$ cat config.mk
export PLATFORM = sky130hd
export DESIGN_NAME = write_back_stage
export DESIGN_NICKNAME = d
export VERILOG_FILES = /design/src/rtl/write_back_stage.sv
export SDC_FILE = /design/constraint.sdc
export NUM_CORES = 1
export LEC_CHECK = 0
export ABC_CLOCK_PERIOD_IN_PS = 2700
export CAP_MARGIN = 20
export CORE_UTILIZATION = 30
export CTS_CLUSTER_DIAMETER = 50
export DETAILED_ROUTE_END_ITERATION = 12
export PLACE_DENSITY = 0.57
export SLEW_MARGIN = 5
export SYNTH_ARGS = -nofsm -noshare
export SYNTH_HDL_FRONTEND = slang
export SYNTH_SLANG_ARGS = --single-unit
export TNS_END_PERCENT = 20
$ cat constraint.sdc
create_clock -name clk -period 2.7 [get_ports clk]
set_input_delay 0.54 -clock clk [delete_from_list [all_inputs] [get_ports clk]]
set_output_delay 0.54 -clock clk [all_outputs]
set_load 0.05 [all_outputs]
$ cat src/rtl/write_back_stage.sv
// rtl/write_back_stage.sv - final pipeline stage: load extension, register write-back, retire tracking
module write_back_stage #(
  parameter int XLEN  = 64,
  parameter int CNT_W = 64
) (
  input  logic             clk,
  input  logic             rst,
  input  logic             memory_i_valid,
  output logic             write_back_o_ready,
  input  logic [4:0]       memory_i_rd,
  input  logic             memory_i_reg_wen,
  input  logic [1:0]       memory_i_wb_sel,
  input  logic [XLEN-1:0]  memory_i_alu_result,
  input  logic [XLEN-1:0]  memory_i_pc,
  input  logic [2:0]       memory_i_funct3,
  input  logic             lsu_i_rdata_valid,
  input  logic [XLEN-1:0]  lsu_i_rdata,
  output logic [4:0]       write_back_o_rd,
  output logic [XLEN-1:0]  write_back_o_data,
  output logic             write_back_o_reg_wen,
  output logic             write_back_o_commit,
  output logic [XLEN-1:0]  write_back_o_commit_pc,
  output logic             write_back_o_busy,
  output logic [4:0]       write_back_o_busy_rd,
  output logic [CNT_W-1:0] write_back_o_instret,
  output logic             write_back_o_err
);

  typedef enum logic [1:0] {IDLE, WAIT_LOAD, COMMIT} state_t;

  localparam logic [1:0] WB_LOAD = 2'b01;
  localparam logic [1:0] WB_PC4  = 2'b10;

  state_t           state_q, state_d;
  logic [4:0]       rd_q;
  logic             reg_wen_q;
  logic [2:0]       off_q;
  logic [XLEN-1:0]  pc_q;
  logic [2:0]       funct3_q;
  logic [XLEN-1:0]  data_q;
  logic [CNT_W-1:0] instret_q;
  logic             err_q;

  logic             accept;
  logic             load_resp;
  logic             enter_commit;
  logic [XLEN-1:0]  load_shifted;
  logic [XLEN-1:0]  load_ext;

  assign write_back_o_ready = (state_q == IDLE) || (state_q == COMMIT);
  assign accept       = memory_i_valid && write_back_o_ready;
  assign load_resp    = (state_q == WAIT_LOAD) && lsu_i_rdata_valid;
  assign enter_commit = (accept && (memory_i_wb_sel != WB_LOAD)) || load_resp;

  // State register
  always_ff @(posedge clk) begin
    if (rst) begin
      state_q <= IDLE;
    end else begin
      state_q <= state_d;
    end
  end

  // Next-state selection
  always_comb begin
    state_d = state_q;
    case (state_q)
      IDLE, COMMIT: begin
        if (accept) begin
          state_d = (memory_i_wb_sel == WB_LOAD) ? WAIT_LOAD : COMMIT;
        end else begin
          state_d = IDLE;
        end
      end
      WAIT_LOAD: begin
        if (lsu_i_rdata_valid) begin
          state_d = COMMIT;
        end
      end
      default: state_d = IDLE;
    endcase
  end

  // Align the raw doubleword to the addressed byte, then size/sign-extend it
  always_comb begin
    load_shifted = lsu_i_rdata >> {off_q, 3'b000};
    load_ext     = load_shifted;
    case (funct3_q)
      3'd0: load_ext = {{(XLEN-8){load_shifted[7]}}, load_shifted[7:0]};
      3'd1: load_ext = {{(XLEN-16){load_shifted[15]}}, load_shifted[15:0]};
      3'd2: load_ext = {{(XLEN-32){load_shifted[31]}}, load_shifted[31:0]};
      3'd4: load_ext = {{(XLEN-8){1'b0}}, load_shifted[7:0]};
      3'd5: load_ext = {{(XLEN-16){1'b0}}, load_shifted[15:0]};
      3'd6: load_ext = {{(XLEN-32){1'b0}}, load_shifted[31:0]};
      default: load_ext = load_shifted;
    endcase
  end

  // Instruction latch, result data, retire counter and sticky error
  always_ff @(posedge clk) begin
    if (rst) begin
      rd_q      <= '0;
      reg_wen_q <= 1'b0;
      off_q     <= '0;
      pc_q      <= '0;
      funct3_q  <= '0;
      data_q    <= '0;
      instret_q <= '0;
      err_q     <= 1'b0;
    end else begin
      if (accept) begin
        rd_q      <= memory_i_rd;
        reg_wen_q <= memory_i_reg_wen;
        off_q     <= memory_i_alu_result[2:0];
        pc_q      <= memory_i_pc;
        funct3_q  <= memory_i_funct3;
        // Loads overwrite this when their response arrives
        data_q    <= (memory_i_wb_sel == WB_PC4) ? memory_i_pc + XLEN'(4)
                                                 : memory_i_alu_result;
      end
      if (load_resp) begin
        data_q <= load_ext;
      end
      if (enter_commit) begin
        instret_q <= instret_q + CNT_W'(1);
      end
      if ((lsu_i_rdata_valid && (state_q != WAIT_LOAD)) ||
          (load_resp && (funct3_q == 3'd7))) begin
        err_q <= 1'b1;
      end
    end
  end

  // Register-file, commit and hazard outputs decoded from registered state
  always_comb begin
    write_back_o_rd        = '0;
    write_back_o_data      = '0;
    write_back_o_reg_wen   = 1'b0;
    write_back_o_commit    = 1'b0;
    write_back_o_commit_pc = '0;
    if (state_q == COMMIT) begin
      write_back_o_rd        = rd_q;
      write_back_o_data      = data_q;
      write_back_o_reg_wen   = reg_wen_q && (rd_q != 5'd0);
      write_back_o_commit    = 1'b1;
      write_back_o_commit_pc = pc_q;
    end
    write_back_o_busy    = (state_q != IDLE) && reg_wen_q && (rd_q != 5'd0);
    write_back_o_busy_rd = rd_q;
    write_back_o_instret = instret_q;
    write_back_o_err     = err_q;
  end

endmodule

==> results of run 1 <==
## cell families after synthesis
logic type / share of synthesized area
AOI/OAI and AO/OA: 0.194
adders and majority gates: 0.00194
DFF: 0.321
muxes: 0.0629
buffers and inverters: 0.0467
xor gates and xnor gates: 0.0597
and+or+nand+nor: 0.314
## timing repair
action,CTS,global route
hold buffers,0,0
setup endpoints to repair,62,5
setup buffers,2,0
resized for setup,0,2
## power breakdown
group | total, mW | switching, mW | internal (mW)
Sequential | 3.32 | 0.111 | 3.21
Clock | 4.49 | 1.66 | 2.83
Combinational | 2.18 | 1.18 | 1.00
Total | 10.0 | 2.95 | 7.05
## placed cells by master (no fill, tap or decap), drive strengths merged, types with 21 or more instances in the layout
master	netlist	layout
a211oi	21	21
xor2	42	42
clkbuf	111	44
dfxtp	207	207
nor3	34	34
mux2i	44	44
o21ai	82	82
clkdlybuf4s50	0	276
nand4	50	50
and2	144	144
nor2	146	146
nand3	47	47
xnor2	46	46
inv	18	22
a21oi	148	148
and3	22	22
nand2	266	266
nor4	22	22
or3	21	21
buf	22	345
## per-layer routing
| metal | global-route usage | up-vias |
|---|---|---|
| met4 | 0.0853 | 10 |
| met2 | 0.483 | 631 |
| li1 | - | 7191 |
| met5 | 0 | - |
| met1 | 0.347 | 7192 |
| met3 | 0.0835 | 90 |
## flip-flops by register name, indices dropped and copies added (netlist names)
signal,cells
pc_q,64
state_q,2
reg_wen_q,1
off_q,3
write_back_o_err,1
funct3_q,3
write_back_o_busy_rd,5
data_q,64
write_back_o_instret,64
## final timing paths
path / startpoint / end / slack [ns] / cells after the start
worst max-delay path: write_back_o_busy_rd[0]$_SDFFE_PP0N_ / write_back_o_reg_wen / 0.12 / 5
worst min-delay path: rst / data_q[38]$_SDFFE_PP0P_ / 0.35 / 2
worst max register to register: off_q[1]$_SDFFE_PP0N_ / data_q[19]$_SDFFE_PP0P_ / 0.20 / 6
worst min register to register: pc_q[10]$_SDFFE_PP0N_ / pc_q[10]$_SDFFE_PP0N_ / 0.45 / 2
## stage by stage
| stage | hold WS [ns] | setup slack, ns | instance area, um^2 | util | power, mW |
|---|---|---|---|---|---|
| 2_1_floorplan | 0.432 | 0.0659 | 12900 | - | 4.32 |
| 3_3_place_gp | 0.437 | -0.155 | 20300 | 0.480 | 5.54 |
| 5_1_grt | 0.353 | 0.0605 | 21400 | 0.508 | 10.3 |
| 6_report | 0.352 | 0.117 | 21500 | 0.508 | 10.0 |
| 4_1_cts | 0.323 | 0.0342 | 21400 | 0.507 | 10.1 |
| 3_5_place_dp | 0.443 | -0.246 | 20300 | 0.480 | 5.55 |
## final cells by class
cell class	count	area share
Sequential cell	207	0.193
Clock buffer	44	0.0452
Inverter	19	0.00332
Clock inverter	16	0.00834
Multi-Input combinational cell	1362	0.382
Timing Repair Buffer	621	0.335
Tap cell	539	0.0314
Antenna cell	8	0.000933
==> results.ini, run 1 <==
[synthesis]
async_reset_ff_frac = 0
synth_area_per_cell_um2 = 7.51
yosysUniqueCellTypes = 70
syn_area_um2 = 12900
synth_warnings = 0
syn_inst = 1721
synth_commonest_cells = nand2_1, dfxtp_1, a21oi_1
yosys_register_bits = 207
yosys.area.top_type = dfxtp_1
synth_nets = 1930
synth_edf_count = 0
yosysSeqAreaShare = 0.321
synth_ff_type = dfxtp_1
yosys.cell_count.top_type = nand2_1
synth_top_area_share = 0.321
synth_area_leaders = dfxtp_1, nand2_1, and2_1

[timing]
maxSlewViolCount = 0
fin_skew_ns = 0.0274
timing.final.crit_period_ns = 2.58
worst_pin_slew_ns = 1.08
slew_headroom = 0.278
timing.final.crit_share = 0.957
timing.fmax_ghz = 0.387
finalSetupViolCount = 0
setup_tns_ns = 0
hold_viol_final = 0
rsz0062_at_grt = false

[setup_path]
path_cells = or4_1 -> o21ai_1 -> buf_4 -> nor3b_1 -> buf_4
arrival_ns = 2.04
start_kind = register
slowest_stage = or4_1
crit_buf_inv = 2
critPathCaptureType = output port
crit_path_max_fanout = 4
path_class = register to output port
cp_top_family = simple AND/OR/NAND/NOR gates
path_common_cell = buf_4
required_ns = 2.16
cpPeakStageDelay_ns = 0.54

[route]
drt_wl_total_mm = 63.7
vias_per_cell = 5.37
dr_wl_met3_mm = 5.65
met1_length_mm = 25.8
vias = 15100
dr.pass1.iters = 10
routed.top_layer = met5
wl_met2_mm = 30.7
ant_nets = 0
drcViolationCount = 0
wire_per_inst_um = 22.6
drt_iter0_drc = 1289

[grt]
antenna_found_initial = 12
track_usage = 0.285
grt_max_degree = 88
grt_pass1_vias = 14900
grt.overflow.total = 0
grt_pass1_wl_mm = 95.0

[run]
maxCapViolations = 0

[layout]
area_delta_synth_final_pct = 66.1
num-fill-cells = 4077
seq_area_um2 = 4150
drive_gt1_frac = 0.202
fin_cells = 2816
final_net_count = 2454
multi_input_area_um2 = 8190

[power]
leakagePower_nw = 8.01
power_density_nw_per_um2 = 466
peakVddDrop_uv = 433

[hold_path]
min_path_type = input pin to register

[outcome]
status = finished clean

[cts]
cts_buffers = 34
root_buffer = clkbuf_16
clkTransAtPathRegs_ns = 0.05
clkLatencyLatePin_ns = 0.54
cts_tree = done
htree_levels = 2
cts_sinks = 207
ctsLongestPathBuffers = 3

[placement]
dp_cells = 2746
place.gp.congestion = 0.973
io_buffers = 413
hpwl_mm = 50.7

[floorplan]
rows = 75
start_util = 0.306
io_pins = 414
die_w_um = 209
fp.dieH_um = 209
dieArea_um2 = 43900
core_area_um2 = 42200

Note: power is estimated with default switching activity, not from simulation.
==> inputs of run 2 (changes only) <==
Settings changed: CORE_UTILIZATION 30 to 42, PLACE_DENSITY 0.57 to 0.74.
==> results.ini, run 2 (same netlist as run 1, synthesis figures left out) <==
[outcome]
status = finished clean  ; unchanged

[timing]
fin_skew_ns = 0.0301  ; was 0.0274 ns
hold_viol_final = 0  ; unchanged
timing.final.crit_period_ns = 2.69  ; was 2.58 ns
rsz0062_at_grt = true  ; was false
finalSetupViolCount = 0  ; unchanged
timing.fmax_ghz = 0.372  ; was 0.387 GHz
whs_ns = 0.423  ; was 0.352 ns
worst_pin_slew_ns = 0.908  ; was 1.08 ns
slew_headroom = 0.390  ; was 0.278
timing.final.crit_share = 0.995  ; was 0.957
maxSlewViolCount = 0  ; unchanged

[layout]
final_cell_mix = clkdlybuf4s50_1, nand2_1, buf_4  ; was clkdlybuf4s50_1, nand2_1, dfxtp_1
stdcell_area_um2 = 20100  ; was 21500 um^2
layout_commonest_cell = clkdlybuf4s50_1  ; unchanged
area_delta_synth_final_pct = 55.6  ; was 66.1%
final_net_count = 2421  ; was 2454
drive_gt1_frac = 0.188  ; was 0.202

[floorplan]
fp.dieH_um = 177  ; was 209 um
core_area_um2 = 30000  ; was 42200 um^2
rows = 63  ; was 75
die_w_um = 177  ; was 209 um
dieArea_um2 = 31500  ; was 43900 um^2
start_util = 0.431  ; was 0.306
io_pins = 414  ; unchanged

[hold_path]
hold_start = rst  ; unchanged
holdPathStages = 2  ; unchanged
min_path_type = input pin to register  ; unchanged

[setup_path]
start_kind = register  ; unchanged
path_cells = nor2b_4 -> buf_16 -> and2_1 -> buf_4  ; was or4_1 -> o21ai_1 -> buf_4 -> nor3b_1 -> buf_4
critPathCaptureType = output port  ; unchanged
cpPeakStageDelay_ns = 0.43  ; was 0.54 ns
slowest_stage = dfxtp_1  ; was or4_1
r2r_cells = 6  ; unchanged
path_class = register to output port  ; unchanged
required_ns = 2.16  ; about the same
cp-startpoint = state_q[0]$_SDFFE_PP0P_  ; was write_back_o_busy_rd[0]$_SDFFE_PP0N_
arrival_ns = 2.15  ; was 2.04 ns
r2r_start = write_back_o_instret[29]$_SDFFE_PP0P_  ; was off_q[1]$_SDFFE_PP0N_
crit_path_max_fanout = 118  ; was 4

[grt]
grt_pass1_wl_mm = 85.7  ; was 95.0 mm
track_usage = 0.356  ; was 0.285
antenna_found_initial = 5  ; was 12
grt_max_degree = 119  ; was 88
grt.overflow.total = 0  ; unchanged
grt_pass1_vias = 14300  ; was 14900

[cts]
ctsLongestPathBuffers = 3  ; unchanged
clkLatencyLatePin_ns = 0.57  ; was 0.54 ns
root_buffer = clkbuf_16  ; unchanged
cts_sinks = 207  ; unchanged
htree_levels = 1  ; was 2
cts_buffers = 28  ; was 34
cts_tree = done  ; unchanged
clkTransAtPathRegs_ns = 0.06  ; was 0.05 ns
holdBufCountCts = 0  ; unchanged

[power]
power_density_nw_per_um2 = 464  ; was 466 nW/um^2
peakVddDrop_uv = 565  ; was 433 uV
leakagePower_nw = 7.62  ; was 8.01 nW

[route]
drcViolationCount = 0  ; unchanged
dr.pass1.iters = 6  ; was 10
wire_per_inst_um = 22.1  ; was 22.6 um
drt_iter0_drc = 1746  ; was 1289
vias_per_cell = 5.90  ; was 5.37
ant_nets = 0  ; unchanged
vias = 15500  ; was 15100
drt_wl_total_mm = 57.9  ; was 63.7 mm

[placement]
io_buffers = 413  ; unchanged
hpwl_mm = 45.5  ; was 50.7 mm
place.gp.congestion = 0.992  ; was 0.973
place_area_um2 = 19100  ; was 20300 um^2

[run]
maxCapViolations = 0  ; unchanged

[run 2: cell types whose count changed in the layout (fill, tap and decap cells not counted), sizes merged]
cell	change
clkbuf	-9
buf	-34
bufinv	+1
clkdlybuf4s15	+3
dlygate4sd2	+2
inv	+1
diode	-6
clkinv	+1
[run 2: timing repair]
item,CTS,global route
endpoints found under the setup margin,124,15
resized for setup,10,9
buffers inserted,1,0
[run 2: power by group]
group / internal (mW) / total, mW / switching [mW]
Clock: 2.38 / 3.93 / 1.55
Combinational: 0.925 / 2.07 / 1.15
Sequential: 3.21 / 3.32 / 0.107
[run 2: worst paths after layout]
kind | slack (ns) | end
setup reg to reg | 0.13 | write_back_o_instret[57]$_SDFFE_PP0P_
setup / recovery | 0.01 | write_back_o_commit_pc[43]
hold / removal | 0.42 | pc_q[11]$_SDFFE_PP0N_
hold reg to reg | 0.45 | pc_q[11]$_SDFFE_PP0N_
[run 2: critical path, delay by kind of cell (launching register included)]
| kind | cells | cell delay, ns |
|---|---|---|
| buffers and inverters | 2 | 0.58 |
| flip-flops | 1 | 0.43 |
| AND/OR/NAND/NOR | 2 | 0.50 |
[run 2: area by class of cell]
type / instances / area (um^2)
Timing Repair Buffer: 594 / 6200
Antenna cell: 2 / 5.00
Sequential cell: 207 / 4150
Clock inverter: 19 / 246
Inverter: 19 / 71.3
Clock buffer: 33 / 739
Multi-Input combinational cell: 1362 / 8200
Fill cell: 2496 / 9850
Tap cell: 390 / 488
[run 2: metal layers]
layer	routed length (um)	part of all wire	track usage
met1	22300	0.38	0.445
met2	26900	0.46	0.588
met3	5780	0.10	0.0718
met4	2900	0.050	0.161
met5	39	0.00067	0
[run 2: metrics by stage]
| stage | instances | setup WS [ns] | TNS (ns) | power, mW | utilization |
|---|---|---|---|---|---|
| final | 2626 | 0.0144 | 0 | 9.32 | 0.671 |
| after global routing | 2626 | -0.0359 | -0.121 | 9.58 | 0.671 |
| after CTS | 2624 | 0.00399 | 0 | 9.29 | 0.671 |
| after detailed placement | 2571 | -0.216 | -2.38 | 5.40 | 0.638 |
| after global placement | 2571 | -0.161 | -1.26 | 5.38 | 0.638 |
| after floorplan | 1721 | 0.0659 | 0 | 4.32 | - |
==> inputs of run 3 (changes only) <==
Settings changed: CTS_CLUSTER_DIAMETER 50 to unset.
==> results.ini, run 3 (same netlist as run 1, synthesis figures left out) <==
[outcome]
status = finished clean  ; unchanged

[layout]
stdcell_area_um2 = 20000  ; was 20100 um^2
layout_commonest_cell = clkdlybuf4s50_1  ; unchanged
area_delta_synth_final_pct = 55.1  ; was 55.6%
seq_area_um2 = 4150  ; unchanged
final_net_count = 2422  ; was 2421
drive_gt1_frac = 0.186  ; was 0.188
num-fill-cells = 2504  ; was 2496
final_cell_mix = clkdlybuf4s50_1, nand2_1, buf_4  ; unchanged
multi_input_area_um2 = 8190  ; was 8200 um^2

[cts]
clkLatencyLatePin_ns = 0.54  ; was 0.57 ns
cts_sinks = 207  ; unchanged
clkTransAtPathRegs_ns = 0.06  ; about the same
ctsLongestPathBuffers = 3  ; unchanged
holdBufCountCts = 0  ; unchanged
cts_tree = done  ; unchanged
cts_buffers = 25  ; was 28
htree_levels = 1  ; unchanged
root_buffer = clkbuf_16  ; unchanged

[placement]
place_area_um2 = 19100  ; unchanged
hpwl_mm = 45.5  ; unchanged
dp_slack_ns = -0.216  ; unchanged
io_buffers = 413  ; unchanged
place.gp.congestion = 0.992  ; unchanged

[setup_path]
crit_path_max_fanout = 4  ; was 118
path_class = register to output port  ; unchanged
path_depth = 5  ; was 4
r2r_cells = 6  ; unchanged
crit_buf_inv = 2  ; unchanged
required_ns = 2.16  ; about the same
cp_top_family = simple AND/OR/NAND/NOR gates  ; was buffers and inverters
critPathCaptureType = output port  ; unchanged
start_kind = register  ; unchanged
slowest_stage = or4_1  ; was dfxtp_1
r2r_setup_slack_ns = 0.10  ; was 0.13 ns
path_cells = or4_1 -> o21ai_0 -> buf_4 -> nor3b_1 -> buf_4  ; was nor2b_4 -> buf_16 -> and2_1 -> buf_4
cpPeakStageDelay_ns = 0.57  ; was 0.43 ns
r2r-end = write_back_o_instret[57]$_SDFFE_PP0P_  ; unchanged
r2r_start = write_back_o_instret[29]$_SDFFE_PP0P_  ; unchanged
arrival_ns = 2.14  ; was 2.15 ns
path_common_cell = buf_4

[timing]
timing.final.crit_share = 0.993  ; was 0.995
maxSlewViolCount = 0  ; unchanged
finalSetupViolCount = 0  ; unchanged
rsz0062_at_grt = false  ; was true
slew_headroom = 0.399  ; was 0.390
setup_ws_ns = 0.0193  ; was 0.0144 ns
timing.final.crit_period_ns = 2.68  ; was 2.69 ns
timing.fmax_ghz = 0.373  ; was 0.372 GHz
fin_skew_ns = 0.0250  ; was 0.0301 ns
hold_viol_final = 0  ; unchanged
worst_pin_slew_ns = 0.894  ; was 0.908 ns

[route]
drt_iter0_drc = 1721  ; was 1746
wire_per_inst_um = 22.2  ; was 22.1 um
dr.pass1.iters = 5  ; was 6
ant_nets = 0  ; unchanged
drt_wl_total_mm = 58.3  ; was 57.9 mm
drcViolationCount = 0  ; unchanged
vias_per_cell = 5.87  ; was 5.90
vias = 15400  ; was 15500

[power]
combPwrFrac = 0.235  ; was 0.222
netSwitchingFraction = 0.300  ; was 0.301
internal_power_mw = 6.24  ; was 6.51 mW
clockPowerShare = 0.393  ; was 0.422
switchingPower_mw = 2.67  ; was 2.81 mW
power_density_nw_per_um2 = 445  ; was 464 nW/um^2
peakVddDrop_uv = 417  ; was 565 uV
pwr-share-seq = 0.372  ; was 0.356
leakagePower_nw = 7.61  ; was 7.62 nW

[grt]
grt_pass1_vias = 14400  ; was 14300
track_usage = 0.358  ; was 0.356
grt.overflow.total = 0  ; unchanged
antenna_found_initial = 6  ; was 5
grt_pass1_wl_mm = 86.1  ; was 85.7 mm
grt_max_degree = 72  ; was 119

[hold_path]
holdPathStages = 2  ; unchanged
whs_endpoint = pc_q[1]$_SDFFE_PP0N_  ; was pc_q[11]$_SDFFE_PP0N_
hold_start = rst  ; unchanged
min_path_type = input pin to register  ; unchanged

[floorplan]
die_w_um = 177  ; unchanged
start_util = 0.431  ; unchanged
fp.dieH_um = 177  ; unchanged
io_pins = 414  ; unchanged
rows = 63  ; unchanged
dieArea_um2 = 31500  ; unchanged
core_area_um2 = 30000  ; unchanged

[run]
maxCapViolations = 0  ; unchanged

[run 3: what timing repair did]
action | 4_1_cts | 5_1_grt
setup buffers | 3 | 1
setup endpoints to repair | 124 | 61
pin swaps | 0 | 0
resized for setup | 8 | 2
gates cloned | 1 | 0
[run 3: worst reg2reg max path, stage by stage (launching register included)]
cell	delay, ns
dfxtp_1	0.43
nand4_2	0.20
nor3_1	0.32
nor4bb_1	0.58
nand3_1	0.37
or4_1	0.48
a21oi_1	0.15
[run 3: layout make-up]
type	instances	share of cell area
Multi-Input combinational cell	1362	0.409
Tap cell	390	0.0244
Inverter	19	0.00356
Sequential cell	207	0.207
Clock inverter	14	0.00800
Clock buffer	31	0.0344
Antenna cell	4	0.000500
Timing Repair Buffer	598	0.313
[run 3: metrics by stage]
stage                      util  std cells  setup TNS (ns)  total power, mW  hold slack [ns]
final                     0.669       2625               0             8.92            0.441
after global routing      0.669       2625               0             9.17            0.468
after CTS                 0.668       2620               0             8.90            0.446
after detailed placement  0.638       2571           -2.38             5.40            0.443
after global placement    0.638       2571           -1.26             5.38            0.438
after floorplan               -       1721               0             4.32            0.432
[run 3: power groups by stage]
stage / clock [mW] / sequential [mW] / combinational (mW)
after detailed placement: 0 / 3.38 / 2.03
after CTS: 3.53 / 3.31 / 2.06
after global routing: 3.65 / 3.33 / 2.20
after global placement: 0 / 3.37 / 2.01
final: 3.51 / 3.32 / 2.09
after floorplan: 0 / 3.36 / 0.958
[run 3: worst max path at each step]
stage                                                     start                               endpoint  slack, ns
after detailed placement                         memory_i_pc[3]                data_q[42]$_SDFFE_PP0P_      -0.22
after global placement                           memory_i_pc[2]                data_q[42]$_SDFFE_PP0P_      -0.16
after global routing      write_back_o_instret[28]$_SDFFE_PP0P_  write_back_o_instret[57]$_SDFFE_PP0P_      0.006
after CTS                               state_q[0]$_SDFFE_PP0P_                  write_back_o_data[28]       0.02
after floorplan            write_back_o_busy_rd[4]$_SDFFE_PP0N_                   write_back_o_reg_wen       0.07
final                      write_back_o_busy_rd[4]$_SDFFE_PP0N_                   write_back_o_reg_wen       0.02
[run 3: layer usage]
metal,global-route usage,share of wire,up-vias
met5,0,0.00043,-
met4,0.168,0.051,4
met3,0.0698,0.097,147
met2,0.589,0.46,856
met1,0.450,0.39,7278
li1,-,-,7121
